## config.mk

```make
export PLATFORM = sky130hd
export DESIGN_NAME = xy_switch_scheduler_flat
export DESIGN_NICKNAME = d
export VERILOG_FILES = /design/src/rtl/xy_switch_scheduler_if.sv /design/src/rtl/xy_switch_scheduler.sv /design/src/flat_wrapper.sv
export SDC_FILE = /design/constraint.sdc
export NUM_CORES = 1
export LEC_CHECK = 0
export ABC_CLOCK_PERIOD_IN_PS = 4700
export BUFFER_PORTS_ARGS = -buffer_cell sky130_fd_sc_hd__buf_4
export CAP_MARGIN = 10
export CORE_MARGIN = 2
export CORE_UTILIZATION = 52
export CTS_BUF_LIST = sky130_fd_sc_hd__clkbuf_8
export CTS_CLUSTER_SIZE = 30
export DETAILED_ROUTE_END_ITERATION = 16
export PLACE_DENSITY = 0.83
export SYNTH_ARGS = -nofsm -noshare
export SYNTH_HDL_FRONTEND = slang
export SYNTH_SLANG_ARGS = --single-unit
```

## constraint.sdc

```tcl
create_clock -name clk_i -period 4.7 [get_ports clk_i]
set_input_delay 0.47 -clock clk_i [delete_from_list [all_inputs] [get_ports clk_i]]
set_output_delay 0.47 -clock clk_i [all_outputs]
set_load 0.02 [all_outputs]
```

## src/rtl/xy_switch_scheduler_if.sv

```systemverilog
// Handshake bundle between the input FIFOs / switch control unit and the
// XY switch scheduler. The master drives the per-port request side and
// observes the selections; the slave is the scheduler itself.
interface xy_switch_scheduler_if #(
    parameter int PORT_N  = 5,
    parameter int COORD_W = 4
);
    localparam int SEL_W = $clog2(PORT_N);

    logic [PORT_N-1:0]         vld_input_i;
    logic [PORT_N-1:0]         tail_i;
    logic [PORT_N*COORD_W-1:0] dst_x_i;
    logic [PORT_N*COORD_W-1:0] dst_y_i;
    logic [PORT_N-1:0]         full_i;
    logic [SEL_W-1:0]          mux_in_sel_o;
    logic [SEL_W-1:0]          mux_out_sel_o;
    logic                      sel_vld_o;
    logic                      xfer_o;
    logic                      timeout_o;

    modport master (
        output vld_input_i, tail_i, dst_x_i, dst_y_i, full_i,
        input  mux_in_sel_o, mux_out_sel_o, sel_vld_o, xfer_o, timeout_o
    );

    modport slave (
        input  vld_input_i, tail_i, dst_x_i, dst_y_i, full_i,
        output mux_in_sel_o, mux_out_sel_o, sel_vld_o, xfer_o, timeout_o
    );
endinterface

```

## src/rtl/xy_switch_scheduler.sv

```systemverilog
// XY switch scheduler: round-robin input grant, XY output routing and a
// wormhole lock held until the packet's tail flit transfers.
// Optional stall watchdog compiled in with `define SCHED_TIMEOUT_EN.
//
// state     | meaning
// ----------+-----------------------------------------------------------
// ST_IDLE   | no packet owns the crossbar; round-robin search from rr_ptr
// ST_LOCKED | in/out selections frozen until the tail flit transfers
module xy_switch_scheduler #(
    parameter int PORT_N      = 5,
    parameter int COORD_W     = 4,
    parameter int X_COORD     = 0,
    parameter int Y_COORD     = 0,
    parameter int TIMEOUT_CYC = 64
) (
    input  logic                  clk_i,
    input  logic                  rst_i,
    xy_switch_scheduler_if.slave  bus
);
    localparam int SEL_W = $clog2(PORT_N);

    localparam logic [COORD_W-1:0] X_C       = COORD_W'(X_COORD);
    localparam logic [COORD_W-1:0] Y_C       = COORD_W'(Y_COORD);
    localparam logic [SEL_W-1:0]   LAST_PORT = SEL_W'(PORT_N - 1);

    localparam logic [SEL_W-1:0] PORT_LOCAL = SEL_W'(0);
    localparam logic [SEL_W-1:0] PORT_NORTH = SEL_W'(1);
    localparam logic [SEL_W-1:0] PORT_EAST  = SEL_W'(2);
    localparam logic [SEL_W-1:0] PORT_SOUTH = SEL_W'(3);
    localparam logic [SEL_W-1:0] PORT_WEST  = SEL_W'(4);

    typedef enum logic {
        ST_IDLE   = 1'b0,
        ST_LOCKED = 1'b1
    } state_t;

    state_t           state_q,   state_d;
    logic [SEL_W-1:0] rr_ptr_q,  rr_ptr_d;
    logic [SEL_W-1:0] in_sel_q,  in_sel_d;
    logic [SEL_W-1:0] out_sel_q, out_sel_d;
    logic             sel_vld_q, sel_vld_d;

`ifdef SCHED_TIMEOUT_EN
    localparam int               CNT_W    = $clog2(TIMEOUT_CYC + 1);
    localparam logic [CNT_W-1:0] CNT_LAST = CNT_W'(TIMEOUT_CYC - 1);

    logic [CNT_W-1:0] stall_cnt_q, stall_cnt_d;
    logic             timeout_q,   timeout_d;
`endif

    logic [SEL_W-1:0] route [PORT_N];
    logic             grant_found;
    logic [SEL_W-1:0] grant_idx;
    logic [SEL_W-1:0] cand;
    logic             xfer;
    logic [SEL_W-1:0] next_after_in;

    // X is resolved before Y; unsigned compares against this router's position.
    function automatic logic [SEL_W-1:0] xy_route(input logic [COORD_W-1:0] dx,
                                                  input logic [COORD_W-1:0] dy);
        if (dx > X_C)      return PORT_EAST;
        else if (dx < X_C) return PORT_WEST;
        else if (dy > Y_C) return PORT_NORTH;
        else if (dy < Y_C) return PORT_SOUTH;
        else               return PORT_LOCAL;
    endfunction

    // Per-input output port from the head flit's destination.
    always_comb begin
        for (int i = 0; i < PORT_N; i++) begin
            route[i] = xy_route(bus.dst_x_i[i*COORD_W +: COORD_W],
                                bus.dst_y_i[i*COORD_W +: COORD_W]);
        end
    end

    // Round-robin search: first valid input at or after rr_ptr, wrapping.
    always_comb begin
        grant_found = 1'b0;
        grant_idx   = '0;
        cand        = rr_ptr_q;
        for (int k = 0; k < PORT_N; k++) begin
            if (!grant_found && bus.vld_input_i[cand]) begin
                grant_found = 1'b1;
                grant_idx   = cand;
            end
            cand = (cand == LAST_PORT) ? '0 : cand + 1'b1;
        end
    end

    // A flit moves when the locked source has data and the locked output has room.
    assign xfer = (state_q == ST_LOCKED) &&
                  bus.vld_input_i[in_sel_q] && !bus.full_i[out_sel_q];

    assign next_after_in = (in_sel_q == LAST_PORT) ? '0 : in_sel_q + 1'b1;

    // Next-state: grant in IDLE, release on tail transfer (or watchdog) in LOCKED.
    always_comb begin
        state_d   = state_q;
        rr_ptr_d  = rr_ptr_q;
        in_sel_d  = in_sel_q;
        out_sel_d = out_sel_q;
`ifdef SCHED_TIMEOUT_EN
        stall_cnt_d = stall_cnt_q;
        timeout_d   = 1'b0;
`endif
        case (state_q)
            ST_IDLE: begin
                if (grant_found) begin
                    state_d   = ST_LOCKED;
                    in_sel_d  = grant_idx;
                    out_sel_d = route[grant_idx];
`ifdef SCHED_TIMEOUT_EN
                    stall_cnt_d = '0;
`endif
                end
            end
            ST_LOCKED: begin
                if (xfer) begin
`ifdef SCHED_TIMEOUT_EN
                    stall_cnt_d = '0;
`endif
                    if (bus.tail_i[in_sel_q]) begin
                        state_d  = ST_IDLE;
                        rr_ptr_d = next_after_in;
                    end
                end
`ifdef SCHED_TIMEOUT_EN
                else if (stall_cnt_q == CNT_LAST) begin
                    // This stalled cycle is the TIMEOUT_CYC-th in a row: abandon the packet.
                    state_d     = ST_IDLE;
                    rr_ptr_d    = next_after_in;
                    stall_cnt_d = '0;
                    timeout_d   = 1'b1;
                end else begin
                    stall_cnt_d = stall_cnt_q + 1'b1;
                end
`endif
            end
            default: state_d = ST_IDLE;
        endcase
        sel_vld_d = (state_d == ST_LOCKED);
    end

    // All scheduler state and registered outputs.
    always_ff @(posedge clk_i or posedge rst_i) begin
        if (rst_i) begin
            state_q   <= ST_IDLE;
            rr_ptr_q  <= '0;
            in_sel_q  <= '0;
            out_sel_q <= '0;
            sel_vld_q <= 1'b0;
`ifdef SCHED_TIMEOUT_EN
            stall_cnt_q <= '0;
            timeout_q   <= 1'b0;
`endif
        end else begin
            state_q   <= state_d;
            rr_ptr_q  <= rr_ptr_d;
            in_sel_q  <= in_sel_d;
            out_sel_q <= out_sel_d;
            sel_vld_q <= sel_vld_d;
`ifdef SCHED_TIMEOUT_EN
            stall_cnt_q <= stall_cnt_d;
            timeout_q   <= timeout_d;
`endif
        end
    end

    assign bus.mux_in_sel_o  = in_sel_q;
    assign bus.mux_out_sel_o = out_sel_q;
    assign bus.sel_vld_o     = sel_vld_q;
    assign bus.xfer_o        = xfer;
`ifdef SCHED_TIMEOUT_EN
    assign bus.timeout_o     = timeout_q;
`else
    assign bus.timeout_o     = 1'b0;
`endif

endmodule

```

## src/flat_wrapper.sv

```systemverilog
// flat-port wrapper written by rule: the top's interface ports become plain ports
module xy_switch_scheduler_flat 
#(
    parameter int PORT_N      = 5,
    parameter int COORD_W     = 4,
    parameter int X_COORD     = 0,
    parameter int Y_COORD     = 0,
    parameter int TIMEOUT_CYC = 64
)
  (clk_i, rst_i, bus_vld_input_i, bus_tail_i, bus_dst_x_i, bus_dst_y_i, bus_full_i, bus_mux_in_sel_o, bus_mux_out_sel_o, bus_sel_vld_o, bus_xfer_o, bus_timeout_o);
  xy_switch_scheduler_if #(.PORT_N(PORT_N), .COORD_W(COORD_W)) bus_i ();
  input  logic clk_i;
  input  logic rst_i;
  input wire logic [$bits(bus_i.vld_input_i)-1:0] bus_vld_input_i;
  input wire logic [$bits(bus_i.tail_i)-1:0] bus_tail_i;
  input wire logic [$bits(bus_i.dst_x_i)-1:0] bus_dst_x_i;
  input wire logic [$bits(bus_i.dst_y_i)-1:0] bus_dst_y_i;
  input wire logic [$bits(bus_i.full_i)-1:0] bus_full_i;
  output wire logic [$bits(bus_i.mux_in_sel_o)-1:0] bus_mux_in_sel_o;
  output wire logic [$bits(bus_i.mux_out_sel_o)-1:0] bus_mux_out_sel_o;
  output wire logic [$bits(bus_i.sel_vld_o)-1:0] bus_sel_vld_o;
  output wire logic [$bits(bus_i.xfer_o)-1:0] bus_xfer_o;
  output wire logic [$bits(bus_i.timeout_o)-1:0] bus_timeout_o;
  assign bus_i.vld_input_i = bus_vld_input_i;
  assign bus_i.tail_i = bus_tail_i;
  assign bus_i.dst_x_i = bus_dst_x_i;
  assign bus_i.dst_y_i = bus_dst_y_i;
  assign bus_i.full_i = bus_full_i;
  assign bus_mux_in_sel_o = bus_i.mux_in_sel_o;
  assign bus_mux_out_sel_o = bus_i.mux_out_sel_o;
  assign bus_sel_vld_o = bus_i.sel_vld_o;
  assign bus_xfer_o = bus_i.xfer_o;
  assign bus_timeout_o = bus_i.timeout_o;
  xy_switch_scheduler #(.PORT_N(PORT_N), .COORD_W(COORD_W), .X_COORD(X_COORD), .Y_COORD(Y_COORD), .TIMEOUT_CYC(TIMEOUT_CYC)) u_core (.clk_i(clk_i), .rst_i(rst_i), .bus(bus_i));
endmodule
```

==> qor.yml, run 1 <==
status:
  status: "finished, final reports clean"
grt:
  grt_pass1_vias: 2062
  antenna_found_initial: 0
  overflow: 0
  grt_pass1_wl_um: 9070
  grt_usage: 0.277
  grt_max_degree: 29
setup_path:
  crit_slowest_cell: "ha_1"
  crit_path_max_fanout: 13
  startpoint_type: "flip-flop"
  worst-path-buf-inv: 2
  worstPathCellList: "inv_1 -> ha_1 -> buf_4 -> nand2b_1 -> a211oi_1 -> or4_1 -> a21boi_1 -> a31o_2 -> nand4_1 -> a32oi_4 -> mux2i_1 -> nand3b_1 -> a41oi_1"
  path_class: "reg -> reg"
  cp.required_ns: 4.85
  end_kind: "flip-flop"
  path_delay_family: "compound AO/OA/AOI/OAI gates"
  arrival_ns: 4.03
  r2r_start: "u_core.rr_ptr_q[1]"
  slowest_delay_ns: 0.54
  ff2ff_path_depth: 13
  startpoint: "u_core.rr_ptr_q[1]"
  crit_cells: 13
job:
  max-cap-violations: 0
timing:
  clock_skew_ns: 0.00868
  fin_crit_ns: 3.87
  max-slew-margin-rel: 0.459
  fin_tns_setup_ns: 0
  hold_viol_final: 0
  rsz0062_at_grt: "no"
  setup_viol: 0
  maxSlewViolCount: 0
  finalCritPeriodShare: 0.824
  max_freq_mhz: 258
  tightest_slew_ns: 0.811
yosys:
  synth_top_cell_area_share: 0.124
  synthCells: 245
  synth_edf_count: 0
  yosys-top-cells-area: "dfrtp_1, mux2i_1, a21oi_1, nand2_1, ha_1"
  synthFlopType: "dfrtp_1"
  ys_ff_latch: 9
  synth_commonest_cells: "nand2_1, a21oi_1, mux2i_1"
  synth.most_common_cell: "nand2_1"
  yosys_warnings: 0
  yosysUniqueCellTypes: 62
  netlist_area_sq_mm: 0.00181
  syn_area_per_cell_sq_um: 7.38
  yosys.area.top_type: "dfrtp_1"
  yosysSeqAreaShare: 0.124
  async_flop_share: 1.00
clocking:
  cts_hold_repair.buffers: 0
  htreeDepth: 1
  cts_tree: "yes"
  cts_resized: 0
  cts_made_buffers: 3
  clock_sink_count: 9
  cts_setup_buffers: 0
  cts_buffer_depth: 2
  clk_pin_slew_worst_paths_ns: 0.05
  clk_latency_ns: 0.24
  clock-root-buffer: "clkbuf_8"
hold_path:
  hold_path_class: "in -> async"
floorplan:
  die-area_sq_mm: 0.00397
  die_height_um: 63.0
  start_util: 0.542
  die_w_um: 63.0
  placement_rows: 21
  core_area_sq_mm: 0.00334
  num_io_pins: 66
power_and_ir_drop:
  p_leak_nw: 1.03
  power_mw: 1.94
  cellPowerDensity_mw_per_mm2: 843
  vdd_drop_max_mv: 0.464
placed_design:
  place.port_buffers: 62
  hpwl_um: 4060
  gp_congestion: 0.925
finish:
  drive_above_1_share: 0.280
  area_delta_synth_final_pct: 27.0
  antenna_cells: 0
  fin_nets: 360
drt:
  ant_nets: 0
  wire_per_inst_um: 15.5
  viasPerCell: 6.35
  vias: 2172
  drt_iter0_markers: 273
  drtPass1Iterations: 4
  routed_wl_um: 5310
  drc: 0
kinds of logic after synthesis:
kind of cell,share of synthesized area
simple gates,0.304
compound gates,0.319
buf+inv,0.0733
mux,0.131
flops,0.124
fa+ha+maj,0.0415
other cells,0.00207
xor+xnor,0.00484
metrics by stage:
stage | utilization | hold WS [ns] | instances | instance area, sq um | setup WS, ns
after floorplan | - | 0.298 | 246 | 1810 | 1.02
after global placement | 0.675 | 0.459 | 338 | 2250 | 0.935
after detailed placement | 0.675 | 0.460 | 338 | 2250 | 0.868
after CTS | 0.689 | 0.205 | 342 | 2300 | 0.866
after global routing | 0.689 | 0.242 | 342 | 2300 | 0.586
final | 0.689 | 0.194 | 342 | 2300 | 0.827
power by group:
group	total (mW)	internal, mW	switching [mW]	leakage (nW)
sequential	0.195	0.114	0.0812	0.106
combinational	1.65	0.704	0.948	0.898
clock	0.0917	0.0581	0.0336	0.0255
total	1.94	0.876	1.06	1.03
cells in the final DEF, fill, tap and decap left out, types with 5 or more instances in the layout:
cell / n
a21o_1: 5
buf_4: 64
nor2_1: 13
a21oi_1: 18
nor3_1: 8
nor2b_1: 8
o21ai_0: 14
ha_1: 6
nor4_1: 8
nand2_1: 24
and3_1: 5
inv_1: 9
nand2b_1: 5
mux2i_1: 17
dfrtp_1: 9
nand3_1: 6
path summary, 6_finish.rpt:
kind / to / slack [ns]
min in group clk_i: u_core.state_q / 0.62
max: u_core.bus.mux_out_sel_o[1] / 0.83
max in group asynchronous: u_core.rr_ptr_q[0] / 4.24
min reg2reg: u_core.state_q / 0.62
max reg2reg: u_core.bus.mux_out_sel_o[1] / 0.83
min: u_core.bus.mux_out_sel_o[0] / 0.19
area by class of cell:
| cell class | instances | area (sq um) |
|---|---|---|
| clock buffer | 3 | 41.3 |
| clock inverter | 1 | 5.00 |
| fill | 292 | 1040 |
| inverter | 9 | 33.8 |
| multi-input combinational | 210 | 1460 |
| sequential | 9 | 225 |
| tap | 46 | 57.6 |
| timing repair buffer | 64 | 480 |
registers in the layout, summed over array words and instances (netlist names):
name,count
u_core.bus.mux_in_sel_o,3
u_core.bus.mux_out_sel_o,2
u_core.rr_ptr_q,3
u_core.state_q,1
worst register-to-register path: cells and delay by family (launching register included):
family                     cells  cell delay (ns)
AOI/OAI and AO/OA              5             1.11
adders and majority gates      1             0.54
buffers and inverters          2             0.40
and+or+nand+nor                4             0.98
muxes                          1             0.30
DFF                            1             0.47
routing by layer:
layer | track usage | vias to the layer above | share of wire
li1 | - | 1032 | -
met1 | 0.345 | 1002 | 0.41
met2 | 0.477 | 122 | 0.48
met3 | 0.0505 | 16 | 0.092
met4 | 0.0889 | 0 | 0.024
met5 | 0 | - | 0
No activity file was read; power rests on OpenSTA's default activity.
==> inputs of run 2 (changes only) <==
--- a/config.mk
+++ b/config.mk
@@ -5,7 +5,7 @@
 export SDC_FILE = /design/constraint.sdc
 export NUM_CORES = 1
 export LEC_CHECK = 0
-export ABC_CLOCK_PERIOD_IN_PS = 4700
+export ABC_CLOCK_PERIOD_IN_PS = 3800
 export BUFFER_PORTS_ARGS = -buffer_cell sky130_fd_sc_hd__buf_4
 export CAP_MARGIN = 10
 export CORE_MARGIN = 2
==> constraint.sdc (replaced) <==
create_clock -name clk_i -period 3.8 [get_ports clk_i]
set_input_delay 0.38 -clock clk_i [delete_from_list [all_inputs] [get_ports clk_i]]
set_output_delay 0.38 -clock clk_i [all_outputs]
set_load 0.02 [all_outputs]
==> run 2 against run 1 <==
Non-clock buffer count rose by 7. First-iteration DRC count fell by 26%. Critical path depth fell by 1. Clock skew fell by 0.0073 ns. Cell area rose by 2.3%. Clock-buffer cell count did not move. Flip-flop and latch count did not move. Sequential power rose by 5%. Utilization rose by 1.6 points. Combinational power rose by 29%. Via count did not move. Register-to-register slack got worse by 0.52 ns. Critical endpoint unchanged. Largest cell class unchanged.
==> qor.yml, run 2 (synthesis gave the netlist of run 1 again) <==
status:
  status: "finished, final reports clean"
clocking:
  cts_setup_buffers: 0  # unchanged
  cts_made_buffers: 3  # unchanged
  cts_buffer_depth: 2  # unchanged
  cts_tree: "yes"
  htreeDepth: 1  # unchanged
  clk_pin_slew_worst_paths_ns: 0.05  # about the same
  clk_latency_ns: 0.23  # about the same
  cts_hold_repair.buffers: 0  # unchanged
  clock-root-buffer: "clkbuf_8"
  clock_sink_count: 9  # unchanged
floorplan:
  core_area_sq_mm: 0.00334  # unchanged
  die_height_um: 63.0  # unchanged
  start_util: 0.542  # unchanged
  num_io_pins: 66  # unchanged
  die_w_um: 63.0  # unchanged
  placement_rows: 21  # unchanged
  die-area_sq_mm: 0.00397  # unchanged
drt:
  ant_nets: 0  # unchanged
  drtPass1Iterations: 5  # +1
  viasPerCell: 6.22  # -2.0%
  wire_per_inst_um: 15.3  # -1.7%
  vias: 2172  # unchanged
  routed_wl_um: 5330  # +0.30%
  drt_iter0_markers: 202  # -26%
  drc: 0  # unchanged
finish:
  final_common_cell: "buf_4"
  drive_above_1_share: 0.297  # +0.0166
  area_delta_synth_final_pct: 30.0
  ff_latch_area_sq_um: 225  # unchanged
  multiInputGateArea_sq_mm: 0.00146  # +0.17%
  fin_nets: 367  # +1.9%
  most-common-layout-cells: "buf_4, nand2_1, a21oi_1"
  antenna_cells: 0  # unchanged
  final_area_sq_mm: 0.00235  # +2.3%
  fill_cells: 297  # +1.7%
setup_path:
  crit_path_max_fanout: 6  # -7
  end_kind: "flip-flop"
  worst-path-buf-inv: 1  # -1
  path_class: "reg -> reg"
  crit_slowest_cell: "or4_1"
  startpoint_type: "flip-flop"
  cp.required_ns: 3.95  # -0.90 ns
  arrival_ns: 3.64  # -0.39 ns
  worstPathCellList: "buf_4 -> ha_1 -> or2_1 -> o311a_1 -> or4_1 -> a21boi_1 -> a31o_2 -> nand4_1 -> a32oi_4 -> mux2i_1 -> nand3b_1 -> a41oi_1"
  slowest_delay_ns: 0.53  # about the same
  path_delay_family: "compound AO/OA/AOI/OAI gates"
timing:
  max-slew-margin-rel: 0.638  # +0.179
  fin_ws_ns: 0.311  # -0.516 ns
  finalCritPeriodShare: 0.918  # +0.0942
  clock_skew_ns: 0.00135  # -0.00733 ns
  hold_viol_final: 0  # unchanged
  setup_viol: 0  # unchanged
  fin_crit_ns: 3.49  # -0.384 ns
  maxSlewViolCount: 0  # unchanged
  max_freq_mhz: 287  # +11%
  tightest_slew_ns: 0.541  # -0.270 ns
  rsz0062_at_grt: "no"
  fin_tns_setup_ns: 0  # unchanged
placed_design:
  gp_congestion: 0.987  # +6.7%
  post-place-ws_ns: 0.275  # -0.593 ns
  hpwl_um: 4200  # +3.4%
  place.port_buffers: 62  # unchanged
  placed_area_sq_mm: 0.00230  # +2.3%
power_and_ir_drop:
  vdd_drop_max_mv: 0.574  # +24%
  cellPowerDensity_mw_per_mm2: 1040  # +23%
  p_leak_nw: 1.06  # +3.4%
grt:
  grt_usage: 0.285  # +0.00805
  overflow: 0  # unchanged
  grt_max_degree: 28  # -3.4%
  antenna_found_initial: 0  # unchanged
  grt_pass1_wl_um: 9290  # +2.4%
  grt_pass1_vias: 2059  # -0.15%
job:
  max-cap-violations: 0  # unchanged
hold_path:
  hold_path_class: "in -> async"
-- run 2: final cells by class --
cell class,count,area share
Multi-Input combinational cell,210,0.620
Timing Repair Buffer,71,0.227
Sequential cell,9,0.0957
Tap cell,46,0.0245
Clock buffer,3,0.0176
Inverter,9,0.0144
Clock inverter,1,0.00160
-- run 2: stage by stage --
step	util	std cells	hold WS, ns	power [mW]
3_5_place_dp	0.691	345	0.372	2.29
2_1_floorplan	-	246	0.208	1.85
3_3_place_gp	0.691	345	0.368	2.26
4_1_cts	0.704	349	0.121	2.41
6_report	0.705	349	0.116	2.45
5_1_grt	0.705	349	0.154	2.67
-- run 2: path summary, 6_finish.rpt --
path / slack (ns) / end / startpoint / depth (start not counted)
worst max-delay path: 0.31 / u_core.bus.mux_out_sel_o[1] / u_core.rr_ptr_q[1] / 12
worst min-delay path: 0.12 / u_core.bus.mux_in_sel_o[1] / rst_i / 2
worst max register to register: 0.31 / u_core.bus.mux_out_sel_o[1] / u_core.rr_ptr_q[1] / 12
worst min register to register: 0.61 / u_core.state_q / u_core.state_q / 2
max in group asynchronous: 3.42 / u_core.bus.mux_in_sel_o[0] / rst_i / 2
min in group clk_i: 0.53 / u_core.bus.mux_out_sel_o[0] / bus_dst_y_i[18] / 4
-- run 2: repair_timing --
item	4_1_cts	5_1_grt
resized for setup	0	1
endpoints found under the hold margin	0	0
setup endpoints to repair	0	2
-- run 2: metal layers --
metal,GRT usage,share of wire
met5,0,0
met4,0.0611,0.0098
met3,0.0505,0.079
met2,0.509,0.49
met1,0.354,0.42
-- run 2: worst register-to-register path: stages (launching register included) --
cell      delay, ns
dfrtp_1        0.37
buf_4          0.16
ha_1           0.21
or2_1          0.26
o311a_1        0.34
or4_1          0.53
a21boi_1       0.23
a31o_2         0.21
nand4_1        0.16
a32oi_4        0.34
mux2i_1        0.30
nand3b_1       0.11
a41oi_1        0.20
-- run 2: power by group --
group	internal [mW]	total [mW]	switching, mW	leakage [nW]
clock network	0.0705	0.111	0.0400	0.0269
registers	0.142	0.205	0.0631	0.106
logic	0.919	2.13	1.21	0.931
